<file path="src/rtl/switch_state_ctrl.sv">
// Per-step switch state controller: samples gate and switch current on sta, decides ON/OFF
// with current-zero turn-off and a minimum-dwell hold-off, then launches the chooser.
module switch_state_ctrl #(
   parameter int DATA_W    = 64,
   parameter int MIN_DWELL = 2
) (
   input  logic              clk,
   input  logic              rst,
   input  logic              sta,
   input  logic              gate,
   input  logic [DATA_W-1:0] i_sw,
   output logic              beta_flag,
   output logic              event_flag,
   output logic              sta_out,
   output logic              done_sig,
   output logic              busy,
   output logic              overrun,
   output logic              nan_err
);

   localparam int DWELL_W = (MIN_DWELL < 1) ? 1 : $clog2(MIN_DWELL + 1);
   localparam logic [DWELL_W-1:0] DWELL_MAX = DWELL_W'(MIN_DWELL);

   typedef enum logic [1:0] {S_IDLE, S_CAPT, S_EVAL} state_t;

   state_t               state, state_nx;
   logic                 gate_p0;
   logic [DATA_W-1:0]    i_sw_p0;
   logic [DWELL_W-1:0]   dwell, dwell_nx;
   logic                 cap_en;
   logic                 beta_nx, event_nx, pulse_nx, busy_nx, overrun_nx, nan_nx;
   logic                 pulse_r;
   logic                 nan_c, nonpos_c, allow_c, change_c;

   function automatic logic fp_is_zero(input logic [DATA_W-1:0] w);
      return (w[62:52] == 11'd0);
   endfunction

   function automatic logic fp_is_nan(input logic [DATA_W-1:0] w);
      return (w[62:52] == 11'h7FF) && (w[51:0] != 52'd0);
   endfunction

   function automatic logic fp_is_nonpos(input logic [DATA_W-1:0] w);
      return w[63] | fp_is_zero(w);
   endfunction

   function automatic logic [DWELL_W-1:0] dwell_sat_inc(input logic [DWELL_W-1:0] d);
      return (d >= DWELL_MAX) ? DWELL_MAX : d + 1'b1;
   endfunction

   // Capture stage: data is only meaningful while the FSM is mid-step, so it carries no reset
   always_ff @(posedge clk) begin
      if (cap_en) begin
         gate_p0 <= gate;
         i_sw_p0 <= i_sw;
      end
   end

   assign nan_c    = fp_is_nan(i_sw_p0);
   assign nonpos_c = fp_is_nonpos(i_sw_p0);
   assign allow_c  = (dwell >= DWELL_MAX);
   assign change_c = !nan_c && allow_c &&
                     (beta_flag ? (!gate_p0 && nonpos_c) : gate_p0);

   // CAPT holds the sampled step and evaluates on its exit edge; EVAL publishes the result
   always_comb begin
      state_nx   = state;
      cap_en     = 1'b0;
      beta_nx    = beta_flag;
      event_nx   = 1'b0;
      pulse_nx   = 1'b0;
      busy_nx    = busy;
      overrun_nx = overrun;
      nan_nx     = nan_err;
      dwell_nx   = dwell;
      case (state)
         S_IDLE: begin
            if (sta) begin
               cap_en   = 1'b1;
               busy_nx  = 1'b1;
               state_nx = S_CAPT;
            end
         end
         S_CAPT: begin
            if (sta) overrun_nx = 1'b1;
            if (nan_c) nan_nx = 1'b1;
            if (change_c) begin
               beta_nx  = ~beta_flag;
               event_nx = 1'b1;
               dwell_nx = '0;
            end else begin
               dwell_nx = dwell_sat_inc(dwell);
            end
            state_nx = S_EVAL;
         end
         S_EVAL: begin
            if (sta) overrun_nx = 1'b1;
            pulse_nx = 1'b1;
            busy_nx  = 1'b0;
            state_nx = S_IDLE;
         end
         default: state_nx = S_IDLE;
      endcase
   end

   always_ff @(posedge clk) begin
      if (rst) begin
         state      <= S_IDLE;
         beta_flag  <= 1'b0;
         event_flag <= 1'b0;
         pulse_r    <= 1'b0;
         busy       <= 1'b0;
         overrun    <= 1'b0;
         nan_err    <= 1'b0;
         dwell      <= DWELL_MAX;
      end else begin
         state      <= state_nx;
         beta_flag  <= beta_nx;
         event_flag <= event_nx;
         pulse_r    <= pulse_nx;
         busy       <= busy_nx;
         overrun    <= overrun_nx;
         nan_err    <= nan_nx;
         dwell      <= dwell_nx;
      end
   end

   assign sta_out  = pulse_r;
   assign done_sig = pulse_r;

endmodule

</file>
<file path="config.mk">
export PLATFORM = sky130hd
export DESIGN_NAME = switch_state_ctrl
export DESIGN_NICKNAME = d
export VERILOG_FILES = /design/src/rtl/switch_state_ctrl.sv
export SDC_FILE = /design/constraint.sdc
export NUM_CORES = 1
export LEC_CHECK = 0
export ABC_AREA = 1
export ABC_CLOCK_PERIOD_IN_PS = 2750
export CAP_MARGIN = 20
export CORE_UTILIZATION = 47
export DETAILED_ROUTE_END_ITERATION = 12
export GPL_ROUTABILITY_DRIVEN = 0
export PLACE_DENSITY = 0.8
export SLEW_MARGIN = 15
export SYNTH_ARGS = -nofsm -noshare
export SYNTH_HDL_FRONTEND = slang
export SYNTH_SLANG_ARGS = --single-unit
</file>
<file path="constraint.sdc">
create_clock -name clk -period 2.75 [get_ports clk]
set_input_delay 0.4125 -clock clk [delete_from_list [all_inputs] [get_ports clk]]
set_output_delay 0.4125 -clock clk [all_outputs]
set_load 0.005 [all_outputs]
</file>
==> summary.txt, run 1 <==
STA
  – Hold Slack: 467 ps
  – Fmax: 0.628 GHz
  – Worst-Margin Slew: 494 ps
  – Final period util: 57.9%
  – Setup violators final: 0
  – RSZ-0062 raised after global routing: false
  – Final min period: 1590 ps
  – TNS Setup: 0 ps
  – Final Hold Fails: 0
  – Max-slew violation count: 0
  – Worst Skew: 6.62 ps
  – Slew headroom: 67.1%

Power
  – Sw Share: 20.4%
  – VDD IR max: 0.000361 V
  – Cell internal pwr: 2.09 mW
  – Power per Cell Area: 710 nW/µm²
  – Net Sw Power: 0.537 mW
  – Lkg Pwr: 1.34 nW
  – Combinational power share: 10.4%
  – Reg power frac: 54.6%
  – Clock network power share: 35.1%
  – Total power: 2.63 mW

Floorplan
  – Placeable Area: 5270 µm²
  – Die W: 77.0 µm
  – Die Area: 5920 µm²
  – I/O pin count: 75
  – Die Height: 77.0 µm
  – # rows: 26
  – Initial Util: 50.1%

Critical path
  – Setup crit end: beta_flag
  – Origin of the worst setup path: beta_flag
  – CP top delay family: buffers and inverters
  – CP max stage cell: clkdlybuf4s50_1
  – Cells on worst reg2reg path: 5
  – Crit path largest cell delay: 500 ps
  – Critical Path Stages: 1
  – RR Endpoint: i_sw_p0[5]
  – CP Class: flop to primary output
  – Worst R2R Setup Slack: 1240 ps
  – Critical Path RT: 2340 ps
  – Sum of buffers and inverters on the critical path: 1
  – Critical Path, Cell by Cell: clkdlybuf4s50_1
  – R2r startpoint: state[0]
  – CP Capture Type: primary output
  – Setup crit start kind: flop
  – Crit path DAT: 1180 ps
  – Crit Path Max Fanout: 3

Clock network
  – Clk Latency, worst-skew pair: 330 ps
  – CTS sink count: 75
  – H-Tree Depth: 3
  – # Post-CTS Setup Buffers: 0
  – Total of cells resized after clock tree synthesis: 0
  – CTS root buf: clkbuf_8
  – Clock Tree Buf Depth: 2
  – Post-CTS Hold Fix Bufs: 0
  – CTS Buf Count: 9
  – Clock-pin slew on the worst setup and hold paths: 70 ps
  – CTS tree: yes

Global route
  – Number of global-route vias before repair: 1554
  – Total grt overflow: 0
  – GRT Overall Usage: 16.2%
  – Initial antenna violation count: 0
  – Pin count of the biggest net entering global routing: 42
  – First-pass GRT wire length: 6890 µm

Routing
  – TritonRoute pass-1 iters: 4
  – Drt wl/cell: 12.3 µm
  – DRC viols: 0
  – DR iter-0 viols: 71
  – Total Wirelength: 4230 µm
  – Via/cell ratio: 4.55
  – Routed via count: 1569
  – Post-route ant nets: 0

Synth
  – Library cells used by synthesis: 18
  – Syn. warnings: 0
  – Sequential share of the synthesized area: 81.5%
  – Syn Area/Cell: 14.4 µm²
  – Syn Nets: 255
  – Count leader, synth: edfxtp_1
  – Yosys reg bits: 75
  – Synth area leader: edfxtp_1
  – Most frequent cells after synthesis: edfxtp_1 (65), nor2_1 (46), nand2_1 (26)
  – Synth area leaders: edfxtp_1 (74%), dfxtp_1 (7.6%), nor2_1 (6.5%), nand2_1 (3.7%), inv_1 (2.0%)
  – Main flop type after synthesis: edfxtp_1
  – Cells after synthesis: 184
  – Synth top area share: 73.9%
  – Async S/R FF share, synth: 0%
  – Post-Syn Area: 2640 µm²
  – EDFF count, synth: 65

Placed design
  – Post-DP HPWL: 3040 µm
  – I/O Buffers: 74

Cells and area
  – Layout area overhead: 40.2%
  – Share of cells above drive strength 1: 8.00%
  – N_diodes: 0
  – Final Net Count: 341
  – Fill cells: 396

Run
  – # Max-Cap Violations: 0

Run status
  – Outcome: completed

Min path
  – Worst Hold Class: flop to flop
-- layout by cell type, fill, tap and decap left out, types with 3 or more instances in the layout --
cell type	n
ha_1	3
a21oi_1	3
clkbuf_8	11
nor2_1	46
clkdlybuf4s50_1	74
inv_1	13
clkinv_2	3
edfxtp_1	65
nand2_1	26
nand4_1	4
dfxtp_1	10
-- metrics by stage --
step	util (%)	instances	cell area (µm²)	setup slack, ps
floorplan	-	184	2640	457
global placement	66.0	329	3480	898
detailed placement	66.0	329	3480	888
CTS	70.3	345	3700	1120
global route	70.3	345	3700	1070
finish	70.3	345	3700	1160
-- worst min-delay path by stage --
stage                         from  slack (ps)        to  depth (start not counted)
final                      nan_err         470   nan_err                          1
after global routing       nan_err         490   nan_err                          1
after CTS                  nan_err         470   nan_err                          1
after detailed placement   nan_err         460   nan_err                          1
after global placement    dwell[0]         450  dwell[0]                          1
after floorplan           dwell[0]         440  dwell[0]                          1
-- power groups by stage --
| stage | Clock [mW] | Combinational, mW | Sequential (mW) |
|---|---|---|---|
| floorplan | 0 | 0.120 | 1.46 |
| global route | 0.998 | 0.305 | 1.44 |
| global placement | 0 | 0.267 | 1.45 |
| detailed placement | 0 | 0.275 | 1.46 |
| finish | 0.922 | 0.273 | 1.43 |
| CTS | 0.944 | 0.277 | 1.43 |
-- kinds of logic after synthesis --
logic type	synth area share, %
AO/OA/AOI/OAI	2.32
buffers and inverters	2.27
flip-flops	81.5
AND/OR/NAND/NOR	12.5
adder cells (fa/ha/maj)	1.42
-- sequential cells by signal (all words and copies together) (netlist names) --
register and count:
dwell 2, beta_flag 1, overrun 1, state 2, event_flag 1, busy 1, nan_err 1, done_sig 1
i_sw_p0 64, gate_p0 1
-- final cells by class --
type	instances	area [µm²]	share of cell area, %
multi-input cells	94	429	11.6
well taps	70	87.6	2.36
clock buffers	11	151	4.09
inverters	14	52.6	1.42
clock inverters	5	75.1	2.03
flip-flops and latches	75	2150	58.1
repair buffers	76	756	20.4
-- layer usage --
layer  up-vias  track usage (%)  wire length [µm]  part of all wire, %
li1        805                -                 -                    -
met1       711             19.3              1840                   44
met2        51             25.6              2160                   51
met3         2             5.36               203                  4.8
met4         0             9.81                22                 0.52
met5         -                0                 0                    0
Power figures use the tool's default switching activity.
==> run 2, diff against run 1 <==
--- a/config.mk
+++ b/config.mk
@@ -6,12 +6,12 @@
 export NUM_CORES = 1
 export LEC_CHECK = 0
 export ABC_AREA = 1
-export ABC_CLOCK_PERIOD_IN_PS = 2750
+export ABC_CLOCK_PERIOD_IN_PS = 1300
 export CAP_MARGIN = 20
-export CORE_UTILIZATION = 47
+export CORE_UTILIZATION = 42
 export DETAILED_ROUTE_END_ITERATION = 12
 export GPL_ROUTABILITY_DRIVEN = 0
-export PLACE_DENSITY = 0.8
+export PLACE_DENSITY = 0.76
 export SLEW_MARGIN = 15
 export SYNTH_ARGS = -nofsm -noshare
 export SYNTH_HDL_FRONTEND = slang
==> constraint.sdc (replaced) <==
create_clock -name clk -period 1.3 [get_ports clk]
set_input_delay 0.195 -clock clk [delete_from_list [all_inputs] [get_ports clk]]
set_output_delay 0.195 -clock clk [all_outputs]
set_load 0.005 [all_outputs]
==> run 2 against run 1 <==
Net effect: the flow now finishes with violations (negative setup slack); utilization is 5.5 points lower; sequential share of layout area is 2.5 points lower; clock skew is 0.72 ps lower; first-iteration DRC count is 46% lower; design area is 4.8% higher; routed wire length is 9.2% higher; combinational power grew to 2.9 times the previous value; register-to-register slack worse by 1300 ps; highest routed layer unchanged.
==> summary.txt, run 2 (synthesis results as in run 1) <==
Run status
  – Outcome: complete, but fails checks
  – Failing checks: negative setup slack

Clock network
  – CTS root buf: clkbuf_8
  – CTS sink count: 75
  – H-Tree Depth: 3
  – CTS tree: yes
  – Clock Tree Buf Depth: 2
  – Clk Latency, worst-skew pair: 340 ps
  – Clock-pin slew on the worst setup and hold paths: 70 ps
  – CTS Buf Count: 9

Cells and area
  – Final Net Count: 354
  – Commonest non-fill, non-tap cell in the layout: clkdlybuf4s50_1
  – Fill cells: 466
  – Largest register FFs: 64
  – N_diodes: 0
  – Share of cells above drive strength 1: 15.6%
  – Largest Register: i_sw_p0
  – Most frequent cells in the layout: clkdlybuf4s50_1 (67), edfxtp_1 (65), nor2_1 (44)
  – Biggest regs: i_sw_p0 (64), dwell (2), state (2)
  – Layout area overhead: 46.9%
  – Non-filler cells, final: 363
  – Final Cell Area: 3880 µm²

Run
  – # Max-Cap Violations: 0

Floorplan
  – # rows: 28
  – Die Area: 6610 µm²
  – Die Height: 81.3 µm
  – Initial Util: 44.1%
  – Placeable Area: 5990 µm²
  – Die W: 81.3 µm
  – I/O pin count: 75

STA
  – Setup violators final: 3
  – Slew headroom: 82.6%
  – Final period util: 104%
  – Max-slew violation count: 0
  – Final Hold Fails: 0
  – Worst Skew: 5.90 ps
  – PnR worst setup slack: -57.2 ps
  – Fmax: 0.737 GHz
  – RSZ-0062 raised after global routing: true
  – Worst-Margin Slew: 260 ps
  – Final min period: 1360 ps
  – TNS Setup: -89.9 ps

Critical path
  – Crit Path Max Fanout: 4
  – Crit path largest cell delay: 360 ps
  – Critical Path, Cell by Cell: nor2_1 > nand2_1 > nor2_1 > nand2_1 > nor2_2 > nand2_1 > nand2_2 > nand4_1 > nand2_1 > inv_1
  – Most frequent CP cell: nand2_1
  – Sum of buffers and inverters on the critical path: 1
  – CP max stage cell: edfxtp_1
  – Crit path DAT: 1590 ps
  – CP Capture Type: flop
  – Setup crit start kind: flop
  – CP top delay family: simple AND/OR/NAND/NOR gates
  – CP Class: flop to flop
  – Critical Path RT: 1540 ps

Global route
  – GR Util met3: 4.16%
  – GR peak layer: met2
  – Met1 Use GR: 16.5%
  – Total grt overflow: 0
  – GRT Overall Usage: 15.0%
  – Met2 Use GR: 25.4%
  – Number of global-route vias before repair: 1650
  – Pin count of the biggest net entering global routing: 35
  – Initial antenna violation count: 0
  – First-pass GRT wire length: 6900 µm

Power
  – Cell internal pwr: 4.28 mW
  – Clock network power share: 30.2%
  – VDD IR max: 0.000874 V
  – Lkg Pwr: 1.44 nW
  – Combinational power share: 14.7%
  – Sw Share: 22.0%
  – Reg power frac: 55.1%
  – Power per Cell Area: 1420 nW/µm²
  – Net Sw Power: 1.21 mW

Placed design
  – Cells after DPL: 337
  – Post-DP HPWL: 3170 µm
  – Post-DP Area: 3550 µm²
  – I/O Buffers: 74

Routing
  – Post-route ant nets: 0
  – DR iter-0 viols: 38
  – Via/cell ratio: 4.50
  – Routed via count: 1633
  – Total Wirelength: 4620 µm
  – Drt wl/cell: 12.7 µm
  – TritonRoute pass-1 iters: 4
  – DRC viols: 0

Min path
  – Worst Hold Class: input pin to flop
-- run 2: cell types whose count changed in the layout (fill, tap and decap cells not counted), moves of 2 or more --
cell | before | now
dfxtp_2 | 0 | 5
nor2_1 | 46 | 44
buf_12 | 0 | 3
clkinvlp_4 | 0 | 2
clkbuf_8 | 11 | 9
inv_1 | 13 | 11
clkdlybuf4s50_1 | 74 | 67
clkbuf_16 | 0 | 2
nor2_2 | 0 | 2
dlygate4sd2_1 | 0 | 7
buf_4 | 2 | 8
dfxtp_1 | 10 | 5
-- run 2: worst register-to-register path: stages, from the launching register on --
cell and delay [ps]:
edfxtp_1 360, nor2_1 110, nand2_1 50, nor2_1 120, nand2_1 70, nor2_2 130, nand2_1 80, nand2_2 90
nand4_1 130, nand2_1 90, inv_1 30
-- run 2: cell type report --
cell class	count	area (µm²)	share of cell area [%]
Sequential cell	75	2160	55.6
Timing Repair Buffer	89	928	23.9
Multi-Input combinational cell	94	459	11.8
Clock buffer	10	128	3.29
Tap cell	75	93.8	2.42
Clock inverter	6	56.3	1.45
Inverter	14	56.3	1.45
-- run 2: per-layer routing --
metal  part of all wire [%]  up-vias
met5                      0        -
met4                    1.6        0
met3                    5.4        8
met2                     53       52
met1                     40      741
li1                       -      832
-- run 2: power by group through the flow --
stage	logic (mW)	clock network [mW]	registers (mW)
final	0.805	1.66	3.03
after CTS	0.654	1.71	3.03
after detailed placement	0.655	0	3.09
after global placement	0.633	0	3.07
after floorplan	0.275	0	3.08
after global routing	0.883	1.79	3.05
-- run 2: repair_timing --
action	CTS	global route
gates resized for setup	12	3
setup buffers	1	5
setup endpoints to repair	10	46
gates cloned	0	4
hold buffers	0	0
-- run 2: worst paths after layout --
kind	depth (start not counted)	to	start	slack, ps
max	10	dwell[1]	i_sw_p0[45]	-60
max reg2reg	10	dwell[1]	i_sw_p0[45]	-60
min reg2reg	2	overrun	overrun	480
min	1	i_sw_p0[38]	i_sw[38]	410
-- run 2: stage by stage --
step / power (mW) / utilization [%] / hold WS, ps / worst slack [ps]
finish: 5.49 / 64.8 / 407 / -57.2
global route: 5.73 / 64.8 / 396 / -224
CTS: 5.39 / 62.5 / 393 / -34.3
detailed placement: 3.74 / 59.3 / 472 / -140
global placement: 3.70 / 59.3 / 449 / -118
floorplan: 3.35 / - / 260 / -776
